`src/rtl/uart_pkg.sv`:
```
// -----------------------------------------------------------------------------
// uart_pkg
// Shared definitions for the parametrised UART transmitter:
//   - parity mode encodings (PAR_NONE / PAR_ODD / PAR_EVEN)
//   - transmitter FSM state type
//   - baud divider calculation (clock cycles per bit, truncated)
// -----------------------------------------------------------------------------
package uart_pkg;

  localparam int PAR_NONE = 0;
  localparam int PAR_ODD  = 1;
  localparam int PAR_EVEN = 2;

  typedef enum logic [2:0] {
    ST_IDLE,
    ST_START,
    ST_DATA,
    ST_PARITY,
    ST_STOP
  } tx_state_t;

  // Cycles per bit; integer division truncates toward zero.
  function automatic int calc_baud_div(input int clk_freq, input int baud_rate);
    return clk_freq / baud_rate;
  endfunction

endpackage

```
`src/rtl/uart_sync_fifo.sv`:
```
// -----------------------------------------------------------------------------
// uart_sync_fifo
// Single-clock FIFO used to queue bytes in front of the UART transmitter.
// A push while full and a pop while empty are ignored.
//
// Parameters : WIDTH (entry width), DEPTH (entries, power of 2, >= 2)
// Ports      : clk, rst_n    clock, asynchronous active-low reset
//              i_push/i_data write request and data
//              i_pop         read request (o_data shows the head entry)
//              o_full/o_empty occupancy flags
//              o_level       number of stored entries (0..DEPTH)
// -----------------------------------------------------------------------------
module uart_sync_fifo #(
  parameter int WIDTH = 8,
  parameter int DEPTH = 16
) (
  input  logic                     clk,
  input  logic                     rst_n,
  input  logic                     i_push,
  input  logic [WIDTH-1:0]         i_data,
  input  logic                     i_pop,
  output logic [WIDTH-1:0]         o_data,
  output logic                     o_full,
  output logic                     o_empty,
  output logic [$clog2(DEPTH):0]   o_level
);

  localparam int AW = $clog2(DEPTH);
  localparam logic [AW:0] FULL_LVL = (AW+1)'(DEPTH);

  if ((DEPTH < 2) || ((DEPTH & (DEPTH - 1)) != 0)) begin : g_bad_depth
    $error("uart_sync_fifo: DEPTH must be a power of 2 and >= 2");
  end

  logic [WIDTH-1:0] r_mem [DEPTH];
  logic [AW-1:0]    r_wr_ptr;
  logic [AW-1:0]    r_rd_ptr;
  logic [AW:0]      r_level;
  logic             w_push;
  logic             w_pop;

  assign o_full  = (r_level == FULL_LVL);
  assign o_empty = (r_level == '0);
  assign o_level = r_level;
  assign o_data  = r_mem[r_rd_ptr];

  assign w_push = i_push && !o_full;
  assign w_pop  = i_pop && !o_empty;

  // Pointers wrap naturally because DEPTH is a power of 2.
  always_ff @(posedge clk or negedge rst_n) begin
    if (!rst_n) begin
      r_wr_ptr <= '0;
      r_rd_ptr <= '0;
      r_level  <= '0;
    end else begin
      if (w_push) r_wr_ptr <= r_wr_ptr + 1'b1;
      if (w_pop)  r_rd_ptr <= r_rd_ptr + 1'b1;
      case ({w_push, w_pop})
        2'b10:   r_level <= r_level + 1'b1;
        2'b01:   r_level <= r_level - 1'b1;
        default: r_level <= r_level;
      endcase
    end
  end

  // Storage is not reset: entries are only visible through the level count.
  always_ff @(posedge clk) begin
    if (w_push) r_mem[r_wr_ptr] <= i_data;
  end

endmodule

```
`src/rtl/uart_tx_param.sv`:
```
// -----------------------------------------------------------------------------
// uart_tx_param
// Parametrised UART transmitter with a valid/ready byte input. Frames are
// start bit, DATA_BITS data bits LSB first, optional parity bit, STOP_BITS
// stop bits; each bit lasts BAUD_DIV = CLK_FREQ / BAUD_RATE clock cycles.
//
// Build option UART_TX_FIFO_EN:
//   defined   - bytes are queued in a FIFO_DEPTH-entry uart_sync_fifo
//   undefined - a single holding register replaces the FIFO (level 0 or 1)
//
// Ports:
//   clk         system clock, rising edge
//   rst_n       asynchronous active-low reset
//   tx_valid    producer offers tx_data
//   tx_data     byte to transmit (DATA_BITS wide)
//   tx_ready    a byte can be accepted (buffer not full)
//   tx          serial line, idle high, registered
//   tx_busy     a frame is on the line
//   fifo_level  buffer occupancy
// -----------------------------------------------------------------------------
module uart_tx_param
  import uart_pkg::*;
#(
  parameter int CLK_FREQ   = 100000000,
  parameter int BAUD_RATE  = 115200,
  parameter int DATA_BITS  = 8,
  parameter int PARITY     = 0,
  parameter int STOP_BITS  = 1,
  parameter int FIFO_DEPTH = 16
) (
  input  logic                          clk,
  input  logic                          rst_n,
  input  logic                          tx_valid,
  input  logic [DATA_BITS-1:0]          tx_data,
  output logic                          tx_ready,
  output logic                          tx,
  output logic                          tx_busy,
  output logic [$clog2(FIFO_DEPTH):0]   fifo_level
);

  localparam int BAUD_DIV = calc_baud_div(CLK_FREQ, BAUD_RATE);
  localparam int BW       = (BAUD_DIV < 2) ? 1 : $clog2(BAUD_DIV);
  localparam int CW       = $clog2(DATA_BITS + 1);
  localparam int LW       = $clog2(FIFO_DEPTH) + 1;

  localparam logic [BW-1:0] BAUD_LAST = BW'(BAUD_DIV - 1);
  localparam logic [CW-1:0] DATA_LAST = CW'(DATA_BITS - 1);
  localparam logic [CW-1:0] STOP_LAST = CW'(STOP_BITS - 1);

  if (BAUD_DIV < 2) begin : g_bad_baud
    $error("uart_tx_param: CLK_FREQ / BAUD_RATE must be >= 2");
  end
  if ((DATA_BITS < 5) || (DATA_BITS > 9)) begin : g_bad_data
    $error("uart_tx_param: DATA_BITS must be 5..9");
  end
  if ((PARITY < PAR_NONE) || (PARITY > PAR_EVEN)) begin : g_bad_par
    $error("uart_tx_param: PARITY must be 0, 1 or 2");
  end
  if ((STOP_BITS < 1) || (STOP_BITS > 2)) begin : g_bad_stop
    $error("uart_tx_param: STOP_BITS must be 1 or 2");
  end
  if ((FIFO_DEPTH < 2) || ((FIFO_DEPTH & (FIFO_DEPTH - 1)) != 0)) begin : g_bad_depth
    $error("uart_tx_param: FIFO_DEPTH must be a power of 2 and >= 2");
  end

  function automatic logic parity_bit(input logic [DATA_BITS-1:0] d);
    return (PARITY == PAR_ODD) ? ~(^d) : (^d);
  endfunction

  // ---------------------------------------------------------------------------
  // Input buffer
  // ---------------------------------------------------------------------------
  logic                 w_push;
  logic                 w_pop;
  logic                 w_buf_full;
  logic                 w_buf_empty;
  logic [DATA_BITS-1:0] w_buf_data;

  // tx_ready ignores a same-cycle pop, so a full buffer never accepts.
  assign w_push   = tx_valid && !w_buf_full;
  assign tx_ready = !w_buf_full;

`ifdef UART_TX_FIFO_EN
  uart_sync_fifo #(
    .WIDTH (DATA_BITS),
    .DEPTH (FIFO_DEPTH)
  ) u_fifo (
    .clk     (clk),
    .rst_n   (rst_n),
    .i_push  (w_push),
    .i_data  (tx_data),
    .i_pop   (w_pop),
    .o_data  (w_buf_data),
    .o_full  (w_buf_full),
    .o_empty (w_buf_empty),
    .o_level (fifo_level)
  );
`else
  logic                 r_hold_vld;
  logic [DATA_BITS-1:0] r_hold_data;

  assign w_buf_full  = r_hold_vld;
  assign w_buf_empty = !r_hold_vld;
  assign w_buf_data  = r_hold_data;
  assign fifo_level  = {{(LW-1){1'b0}}, r_hold_vld};

  // Push and pop are mutually exclusive: push needs empty, pop needs full.
  always_ff @(posedge clk or negedge rst_n) begin
    if (!rst_n) begin
      r_hold_vld <= 1'b0;
    end else if (w_pop) begin
      r_hold_vld <= 1'b0;
    end else if (w_push) begin
      r_hold_vld <= 1'b1;
    end
  end

  always_ff @(posedge clk) begin
    if (w_push) r_hold_data <= tx_data;
  end
`endif

  // ---------------------------------------------------------------------------
  // Transmit FSM
  // ---------------------------------------------------------------------------
  tx_state_t            r_state;
  logic [BW-1:0]        r_baud_cnt;
  logic [CW-1:0]        r_bit_cnt;
  logic [DATA_BITS-1:0] r_shift;
  logic                 r_par;
  logic                 r_tx;
  logic                 r_busy;
  logic                 w_bit_end;
  logic                 w_last_stop;

  assign w_bit_end   = (r_baud_cnt == BAUD_LAST);
  assign w_last_stop = w_bit_end && (r_bit_cnt == STOP_LAST);

  // Pop from IDLE, or at the end of the last stop bit so the next start bit
  // follows with no idle cycle.
  assign w_pop = !w_buf_empty &&
                 ((r_state == ST_IDLE) || ((r_state == ST_STOP) && w_last_stop));

  assign tx      = r_tx;
  assign tx_busy = r_busy;

  always_ff @(posedge clk or negedge rst_n) begin
    if (!rst_n) begin
      r_state    <= ST_IDLE;
      r_baud_cnt <= '0;
      r_bit_cnt  <= '0;
      r_shift    <= '0;
      r_par      <= 1'b0;
      r_tx       <= 1'b1;
      r_busy     <= 1'b0;
    end else begin
      // Counter is held at 0 while idle so the start bit gets a full period.
      r_baud_cnt <= ((r_state == ST_IDLE) || w_bit_end) ? '0 : r_baud_cnt + 1'b1;

      if (w_pop) begin
        r_shift <= w_buf_data;
        r_par   <= parity_bit(w_buf_data);
      end

      case (r_state)
        ST_IDLE: begin
          if (w_pop) begin
            r_tx    <= 1'b0;
            r_busy  <= 1'b1;
            r_state <= ST_START;
          end
        end
        ST_START: begin
          if (w_bit_end) begin
            r_tx      <= r_shift[0];
            r_shift   <= {1'b0, r_shift[DATA_BITS-1:1]};
            r_bit_cnt <= '0;
            r_state   <= ST_DATA;
          end
        end
        ST_DATA: begin
          if (w_bit_end) begin
            if (r_bit_cnt == DATA_LAST) begin
              r_bit_cnt <= '0;
              if (PARITY != PAR_NONE) begin
                r_tx    <= r_par;
                r_state <= ST_PARITY;
              end else begin
                r_tx    <= 1'b1;
                r_state <= ST_STOP;
              end
            end else begin
              r_tx      <= r_shift[0];
              r_shift   <= {1'b0, r_shift[DATA_BITS-1:1]};
              r_bit_cnt <= r_bit_cnt + 1'b1;
            end
          end
        end
        ST_PARITY: begin
          if (w_bit_end) begin
            r_tx      <= 1'b1;
            r_bit_cnt <= '0;
            r_state   <= ST_STOP;
          end
        end
        ST_STOP: begin
          if (w_bit_end) begin
            if (r_bit_cnt == STOP_LAST) begin
              r_bit_cnt <= '0;
              if (w_pop) begin
                r_tx    <= 1'b0;
                r_state <= ST_START;
              end else begin
                r_busy  <= 1'b0;
                r_state <= ST_IDLE;
              end
            end else begin
              r_bit_cnt <= r_bit_cnt + 1'b1;
            end
          end
        end
        default: begin
          r_tx    <= 1'b1;
          r_busy  <= 1'b0;
          r_state <= ST_IDLE;
        end
      endcase
    end
  end

endmodule

```
`config.mk`:
```
export PLATFORM = sky130hd
export DESIGN_NAME = uart_tx_param
export DESIGN_NICKNAME = d
export VERILOG_FILES = /design/src/rtl/uart_pkg.sv /design/src/rtl/uart_sync_fifo.sv /design/src/rtl/uart_tx_param.sv
export SDC_FILE = /design/constraint.sdc
export NUM_CORES = 1
export LEC_CHECK = 0
export CAP_MARGIN = 20
export CORE_MARGIN = 4
export CORE_UTILIZATION = 50
export CTS_CLUSTER_SIZE = 14
export DETAILED_ROUTE_END_ITERATION = 12
export PLACE_DENSITY = 0.74
export REMOVE_ABC_BUFFERS = 1
export SETUP_SLACK_MARGIN = 0.2
export SKIP_CTS_REPAIR_TIMING = 1
export SLEW_MARGIN = 20
export SYNTH_ARGS = -nofsm -noshare
export SYNTH_HDL_FRONTEND = slang
export SYNTH_SLANG_ARGS = --single-unit
export TNS_END_PERCENT = 20
```
`constraint.sdc`:
```
create_clock -name clk -period 1.6 [get_ports clk]
set_input_delay 0.32 -clock clk [delete_from_list [all_inputs] [get_ports clk]]
set_output_delay 0.32 -clock clk [all_outputs]
set_load 0.05 [all_outputs]
```
==> flow_metrics.py, run 1 <==
metrics = {
    "outcome": {
        "status": "finished with violations",
        "violations": "setup timing",
    },
    "critical_path": {
        "crit_arrival_ps": 2020,
        "r2r_end": "r_bit_cnt[3]",
        "path_delay_family": "compound AO/OA/AOI/OAI gates",
        "critPathKind": "reg -> reg",
        "crit_required_ps": 1780,
        "path_cells": "inv_1, ha_1, or3b_1, a22o_1, a22oi_4, nor2_2, a211o_1",
        "r2r_slack_ps": -250,
        "r2r-start": "r_bit_cnt[0]",
        "slowest_stage": "dfrtp_1",
        "critPathLaunchType": "register",
        "crit_fanout": 4,
        "ff2ff_path_depth": 7,
        "cp.buffers_inverters": 1,
        "end_kind": "register",
        "critPathMaxStageDelay_ps": 420,
    },
    "final_layout": {
        "fin_area_um2": 2500,
        "n_fill_cell": 277,
        "final_cell_mix": "buf_4, dfrtp_1, nand2_1",
        "final_nets": 239,
        "layoutNonFillerInstCount": 272,
        "layout-drive-gt1-share_pct": 39.4,
        "final_common_cell": "buf_4",
        "n_antenna_cell": 0,
        "area_growth_syn_to_layout_pct": 34.3,
    },
    "cts": {
        "cts-buffers-inserted": 5,
        "insertion_delay_ps": 280,
        "path_clk_slew_ps": 80,
        "root_buffer": "clkbuf_8",
        "cts_htree_levels": 2,
        "cts_tree": "done",
        "cts_sinks": 36,
        "cts_buffer_depth": 2,
    },
    "sta": {
        "clock_skew_ps": 5.08,
        "max_freq_mhz": 541,
        "hold_viol_final": 0,
        "rsz0062_at_grt": "true",
        "setup_violations": 16,
        "timing.final.crit_share_pct": 116,
        "finalWorstPathRequiredPeriod_ps": 1850,
        "maxSlewViolCount": 0,
        "layout_setup_ws_ps": -249,
        "holdWs_ps": 412,
    },
    "route": {
        "vias": 1417,
        "drc": 0,
        "routed_wl_um": 3770,
        "first_pass_iters": 4,
        "wl_per_cell_um": 13.9,
        "viasPerCell": 5.21,
        "antenna_left": 0,
        "dr.first_iter.drc_count": 92,
    },
    "synth": {
        "synth_compound_area_share_pct": 15.3,
        "synth_top_area_share_pct": 36.3,
        "synth-edff-count": 8,
        "synthMuxAreaShare_pct": 0.538,
        "synth_area_leader_cell": "dfrtp_1",
        "postSynth.asyncResetShare_pct": 77.8,
        "synth_top_cells_by_area": "dfrtp_1, edfxtp_1, a21oi_1",
        "yosys.area_share.adder_pct": 2.02,
        "syn_inst": 174,
        "syn_area_per_cell_um2": 10.7,
        "ys_ff_latch": 36,
        "synth-simple-area-share_pct": 22.7,
        "synth_top_family_by_area": "simple AND/OR/NAND/NOR gates",
        "synth.yosys.seq_area_share_pct": 50.6,
        "synth_cell_types": 50,
        "netlist_area_um2": 1860,
        "ys.warnings.count": 0,
        "synth_ff_type": "dfrtp_1",
        "synth_xor_area_share_pct": 4.23,
    },
    "placed_design": {
        "dpl_cell_area_um2": 2260,
        "gp_congestion": 0.782,
        "dp_hpwl_um": 2620,
        "dpl.cell_count": 257,
        "io_buffers": 14,
        "pre_cts_ws_ps": -219,
    },
    "die": {
        "num_io_pins": 19,
        "die_w_um": 69.0,
        "initial_core_util_pct": 53.7,
        "die_area_um2": 4760,
        "rows": 21,
        "fp.dieH_um": 69.0,
        "fp.coreArea_um2": 3470,
    },
    "global_routing": {
        "grt_max_degree": 29,
        "grt_first_pass_wirelength_um": 6380,
        "grt_pass1_vias": 1427,
        "grt_usage_pct": 16.5,
        "antenna_found_initial": 0,
        "overflow": 0,
    },
    "pwr": {
        "vdd_drop_max_mv": 0.906,
        "power_density_nw_per_um2": 1220,
        "total_power_mw": 3.06,
        "leakagePower_nw": 1.06,
    },
    "run": {
        "cap_violations": 0,
    },
    "min_path": {
        "min_path_type": "in -> async",
    },
}
per-layer routing:
| layer | global-route usage, % | vias up | routed length [µm] |
|---|---|---|---|
| li1 | - | 700 | - |
| met1 | 20.4 | 678 | 1630 |
| met2 | 26.6 | 35 | 1910 |
| met3 | 4.94 | 4 | 181 |
| met4 | 6.94 | 0 | 48 |
| met5 | 0 | - | 0 |
report_power, final:
part           internal [mW]  switching [mW]
clock                  0.308           0.344
combinational          0.552           0.511
sequential              1.17           0.175
total                   2.03            1.03
stage by stage:
| stage | TNS, ps | utilization, % |
|---|---|---|
| floorplan | -889 | - |
| global route | -3810 | 72.1 |
| finish | -2090 | 72.1 |
| detailed placement | -2370 | 65.3 |
| global placement | -1350 | 65.3 |
| CTS | -3370 | 68.0 |
cell usage after synthesis, types with 4 or more instances:
master,instances
a21oi_1,13
a21oi_2,7
buf_4,5
dfrtp_1,27
edfxtp_1,8
inv_1,5
nand2_1,17
nand3_1,5
nor2_1,15
nor2_2,8
nor2b_1,4
o21ai_0,6
xnor2_1,5
xor2_1,4
flip-flops by register name, indices dropped and copies added (netlist names):
name	flops
r_hold_data	8
r_hold_vld	1
r_bit_cnt	4
tx	1
r_state	3
tx_busy	1
r_baud_cnt	10
r_shift	8
how the worst max path moves through the flow:
stage / cells after the start / startpoint / endpoint
2_1_floorplan: 7 / r_bit_cnt[0] / r_bit_cnt[3]
3_3_place_gp: 7 / r_bit_cnt[0] / r_bit_cnt[3]
3_5_place_dp: 7 / r_bit_cnt[0] / r_bit_cnt[3]
4_1_cts: 8 / r_bit_cnt[0] / r_shift[2]
5_1_grt: 7 / r_baud_cnt[1] / r_shift[2]
6_report: 7 / r_bit_cnt[0] / r_bit_cnt[3]
layout make-up:
cell class | count | area, µm² | share of cell area, %
multi-input cells | 129 | 946 | 37.8
flip-flops and latches | 36 | 943 | 37.7
repair buffers | 48 | 443 | 17.7
clock buffers | 5 | 68.8 | 2.75
well taps | 46 | 57.6 | 2.30
clock inverters | 3 | 23.8 | 0.950
inverters | 5 | 18.8 | 0.750
cells by family after synthesis:
group / count (synthesis)
compound gates: 39
xor+xnor: 9
fa+ha+maj: 3
buf+inv: 14
flops: 36
mux: 1
other cells: 1
simple gates: 71
(Power assumes the default switching activity.)
==> inputs of run 2 (changes only) <==
Settings changed: SKIP_CTS_REPAIR_TIMING 1 to not set.
==> flow_metrics.py, run 2 (synthesis results as in run 1) <==
metrics = {
    "outcome": {
        "status": "finished with violations",
        "violations": "setup timing",
    },
    "cts": {
        "cts_hold_buffers": 0,
        "insertion_delay_ps": 290,
        "cts_sinks": 36,
        "cts_htree_levels": 2,
        "cts-buffers-inserted": 5,
        "root_buffer": "clkbuf_8",
        "path_clk_slew_ps": 80,
        "cts_tree": "done",
        "cts_buffer_depth": 2,
    },
    "die": {
        "die_area_um2": 4760,
        "initial_core_util_pct": 53.7,
        "num_io_pins": 19,
        "fp.dieH_um": 69.0,
        "rows": 21,
        "fp.coreArea_um2": 3470,
        "die_w_um": 69.0,
    },
    "pwr": {
        "sequentialPowerShare_pct": 44.4,
        "combPwrFrac_pct": 34.1,
        "p_switching_mw": 1.02,
        "power_frac_clock_pct": 21.6,
        "p_int_mw": 2.00,
        "leakagePower_nw": 1.06,
        "vdd_drop_max_mv": 0.912,
        "power_density_nw_per_um2": 1220,
        "swShare_pct": 33.7,
    },
    "critical_path": {
        "r2r_end": "r_bit_cnt[3]",
        "ff2ff_path_depth": 7,
        "critPathLaunch": "r_bit_cnt[0]",
        "end_kind": "register",
        "cp.buffers_inverters": 1,
        "crit_fanout": 4,
        "critPathMaxStageDelay_ps": 420,
        "critPathLaunchType": "register",
        "slowest_stage": "dfrtp_1",
        "path_cells": "inv_1, ha_1, or3b_1, a22o_1, a22oi_4, nor2_2, a211o_1",
        "critPathKind": "reg -> reg",
        "r2r-start": "r_bit_cnt[0]",
        "r2r_slack_ps": -240,
        "path_delay_family": "compound AO/OA/AOI/OAI gates",
        "crit_arrival_ps": 2020,
        "crit_required_ps": 1780,
    },
    "sta": {
        "layout_setup_ws_ps": -245,
        "hold_viol_final": 0,
        "finalWorstPathRequiredPeriod_ps": 1840,
        "clock_skew_ps": 6.21,
        "maxSlewViolCount": 0,
        "setup_violations": 16,
        "max_freq_mhz": 542,
        "rsz0062_at_grt": "true",
        "timing.final.crit_share_pct": 115,
    },
    "route": {
        "dr.first_iter.drc_count": 71,
        "antenna_left": 0,
        "first_pass_iters": 4,
        "drc": 0,
        "wl_per_cell_um": 13.8,
        "routed_wl_um": 3730,
        "vias": 1395,
        "viasPerCell": 5.15,
    },
    "final_layout": {
        "final_common_cell": "buf_4",
        "top_register": "r_baud_cnt",
        "n_antenna_cell": 0,
        "seqCellArea_um2": 943,
        "multiInputGateArea_um2": 935,
        "layoutNonFillerInstCount": 271,
        "largest_reg_flops": 10,
        "layout-drive-gt1-share_pct": 36.9,
        "area_growth_syn_to_layout_pct": 33.5,
        "final_cell_mix": "buf_4, dfrtp_1, nand2_1",
        "final_nets": 238,
        "top_regs": "r_baud_cnt (10), r_hold_data (8), r_shift (8)",
        "n_fill_cell": 282,
    },
    "global_routing": {
        "antenna_found_initial": 0,
        "overflow": 0,
        "grt_max_degree": 29,
        "grt_usage_pct": 17.1,
        "grt_first_pass_wirelength_um": 6610,
        "grt_pass1_vias": 1478,
    },
    "placed_design": {
        "io_buffers": 14,
        "dp_hpwl_um": 2620,
        "pre_cts_ws_ps": -219,
        "gp_congestion": 0.782,
        "dpl.cell_count": 257,
    },
    "min_path": {
        "min_path_type": "in -> async",
    },
    "run": {
        "cap_violations": 0,
    },
}
==> run 2: cell count changes in the layout (fill, tap and decap cells not counted), moves of 2 or more <==
cell     before  now
buf_4        32   30
nand2_1      15   17
nand2_2       3    1
nor2_2        9    7
==> run 2: power by group through the flow <==
stage	clock network [mW]	logic, mW	registers [mW]
detailed placement	0	0.938	1.34
finish	0.651	1.03	1.34
floorplan	0	0.480	1.40
global route	0.718	1.13	1.37
CTS	0.668	0.968	1.33
global placement	0	0.904	1.33
==> run 2: cell type report <==
cell class,instances,share of cell area [%]
Clock inverter,3,0.956
Inverter,5,0.755
Tap cell,46,2.32
Clock buffer,5,2.77
Sequential cell,36,37.9
Timing Repair Buffer,47,17.7
Multi-Input combinational cell,129,37.6
==> run 2: worst max-delay path by stage <==
stage	to	slack (ps)	cells after the start
CTS	r_bit_cnt[3]	-240	7
global placement	r_bit_cnt[3]	-140	7
finish	r_bit_cnt[3]	-240	7
floorplan	r_bit_cnt[3]	-120	7
global route	r_shift[4]	-300	7
detailed placement	r_bit_cnt[3]	-220	7
==> run 2: per-stage QoR <==
stage / total power [mW] / setup TNS, ps / hold slack (ps) / utilization [%] / instance area (µm²)
after floorplan: 1.88 / -889 / 24.4 / - / 1810
after global placement: 2.23 / -1350 / 495 / 65.3 / 2260
after detailed placement: 2.28 / -2370 / 501 / 65.3 / 2260
after CTS: 2.97 / -2530 / 418 / 69.6 / 2410
after global routing: 3.21 / -4000 / 442 / 71.7 / 2490
final: 3.02 / -2130 / 410 / 71.7 / 2490
==> run 2: per-layer routing <==
layer  wire length [µm]  global-route usage, %
met4                 48                   7.16
met2               1860                   28.4
met5                  0                      0
met1               1660                   20.7
met3                152                   4.65
==> run 2: repair_timing <==
action | in CTS | in global routing
gates cloned | 1 | 1
gates resized for setup | 9 | 12
setup endpoints to repair | 29 | 29
pin swaps | 4 | 19
setup buffers | 0 | 4
==> inputs of run 3 (changes only) <==
Settings changed: CORE_MARGIN 4 to 3, TNS_END_PERCENT 20 to 100.
==> flow_metrics.py, run 3 (synthesis results as in run 1) <==
metrics = {
    "cts": {
        "cts_buffer_depth": 2,
        "cts_sinks": 36,
        "cts-buffers-inserted": 5,
        "cts_tree": "done",
        "root_buffer": "clkbuf_8",
        "cts_hold_buffers": 0,
        "path_clk_slew_ps": 80,
        "insertion_delay_ps": 290,
        "cts_htree_levels": 2,
    },
    "die": {
        "fp.coreArea_um2": 3470,
        "fp.dieH_um": 67.0,
        "rows": 21,
        "die_area_um2": 4490,
        "die_w_um": 67.0,
        "initial_core_util_pct": 53.7,
        "num_io_pins": 19,
    },
    "final_layout": {
        "layoutNonFillerInstCount": 278,
        "layout-drive-gt1-share_pct": 43.5,
        "final_common_cell": "buf_4",
        "finish.utilization_pct": 75.8,
        "area_growth_syn_to_layout_pct": 41.2,
        "n_antenna_cell": 0,
        "seqCellArea_um2": 943,
        "top_regs": "r_baud_cnt (10), r_hold_data (8), r_shift (8)",
        "top_register": "r_baud_cnt",
        "multiInputGateArea_um2": 1000,
        "n_fill_cell": 234,
        "largest_reg_flops": 10,
        "final_cell_mix": "buf_4, dfrtp_1, nand2_1",
        "final_nets": 245,
    },
    "route": {
        "viasPerCell": 5.33,
        "first_pass_iters": 4,
        "antenna_left": 0,
        "dr.first_iter.drc_count": 72,
        "drc": 0,
        "wl_per_cell_um": 14.8,
        "routed_wl_um": 4120,
        "vias": 1483,
    },
    "placed_design": {
        "dpl.cell_count": 258,
        "pre_cts_ws_ps": -218,
        "io_buffers": 14,
        "dp_hpwl_um": 2580,
        "gp_congestion": 0.796,
    },
    "critical_path": {
        "critPathKind": "reg -> reg",
        "crit_fanout": 3,
        "critPathLaunchType": "register",
        "ff2ff_path_depth": 7,
        "crit_required_ps": 1770,
        "r2r_slack_ps": -270,
        "crit_arrival_ps": 2040,
        "end_kind": "register",
        "r2r-start": "r_bit_cnt[0]",
        "r2r_end": "r_bit_cnt[3]",
    },
    "global_routing": {
        "use_met1_pct": 23.8,
        "grt_use_met3_pct": 4.38,
        "grt_max_degree": 29,
        "grt_first_pass_wirelength_um": 6780,
        "grt_usage_pct": 20.2,
        "overflow": 0,
        "grt_pass1_vias": 1478,
        "grt_util_met2_pct": 35.2,
        "grt.busiest_layer": "met2",
        "antenna_found_initial": 0,
    },
    "sta": {
        "max_freq_mhz": 535,
        "timing.final.crit_share_pct": 117,
        "hold_viol_final": 0,
        "tns_ps": -2580,
        "finalWorstPathRequiredPeriod_ps": 1870,
        "rsz0062_at_grt": "true",
        "slew-limit-headroom_pct": 51.5,
        "tightest_slew_ps": 724,
        "maxSlewViolCount": 0,
        "setup_violations": 16,
        "clock_skew_ps": 7.36,
        "layout_setup_ws_ps": -270,
    },
    "pwr": {
        "leakagePower_nw": 1.14,
        "power_density_nw_per_um2": 1210,
        "vdd_drop_max_mv": 0.958,
    },
    "outcome": {
        "violations": "setup timing",
        "status": "finished with violations",
    },
    "min_path": {
        "min_path_type": "in -> async",
    },
    "run": {
        "cap_violations": 0,
    },
}
==> run 3: per-stage QoR <==
step	cell area [µm²]	hold slack, ps	total power, mW
after floorplan	1810	24.4	1.88
after global placement	2270	496	2.23
after detailed placement	2270	502	2.28
after CTS	2510	419	3.13
after global routing	2630	441	3.38
final	2630	413	3.19
==> run 3: cell type report <==
cell class                      instances  area share (%)
Multi-Input combinational cell        129            38.1
Sequential cell                        36            35.9
Timing Repair Buffer                   54            19.0
Clock buffer                            6            2.76
Tap cell                               46            2.19
Clock inverter                          2            1.33
Inverter                                5           0.714
==> run 3: power by group <==
| group | switching [mW] | total [mW] | internal (mW) |
|---|---|---|---|
| Combinational | 0.526 | 1.07 | 0.546 |
| Clock | 0.323 | 0.786 | 0.462 |
| Sequential | 0.168 | 1.33 | 1.17 |
| Total | 1.02 | 3.19 | 2.17 |
==> run 3: timing repair <==
action	CTS	global route
gates cloned	1	1
setup endpoints to repair	29	28
buffers inserted	6	4
resized for setup	20	21
pin swaps	7	6
==> run 3: worst max-delay path, cell delays in order (launching register included) <==
cell and delay, ps:
dfrtp_1 410, inv_1 70, ha_1 160, or3b_4 390, a22o_1 220, a22oi_4 180, nor2_2 70, a211o_1 260
==> run 3: worst max-delay path by stage <==
stage / from / endpoint / slack, ps / depth (start not counted)
floorplan: r_bit_cnt[0] / r_bit_cnt[3] / -120 / 7
global placement: r_bit_cnt[1] / r_bit_cnt[3] / -120 / 7
detailed placement: r_bit_cnt[1] / r_shift[2] / -220 / 8
CTS: r_bit_cnt[1] / r_bit_cnt[3] / -220 / 7
global route: r_bit_cnt[0] / r_bit_cnt[3] / -340 / 7
finish: r_bit_cnt[0] / r_bit_cnt[3] / -270 / 7
==> run 3: per-layer routing <==
layer  wire, µm  vias to the layer above
met5          0                        -
met2       2130                       34
met3        162                        7
met1       1740                      730
met4         77                        0
li1           -                      712
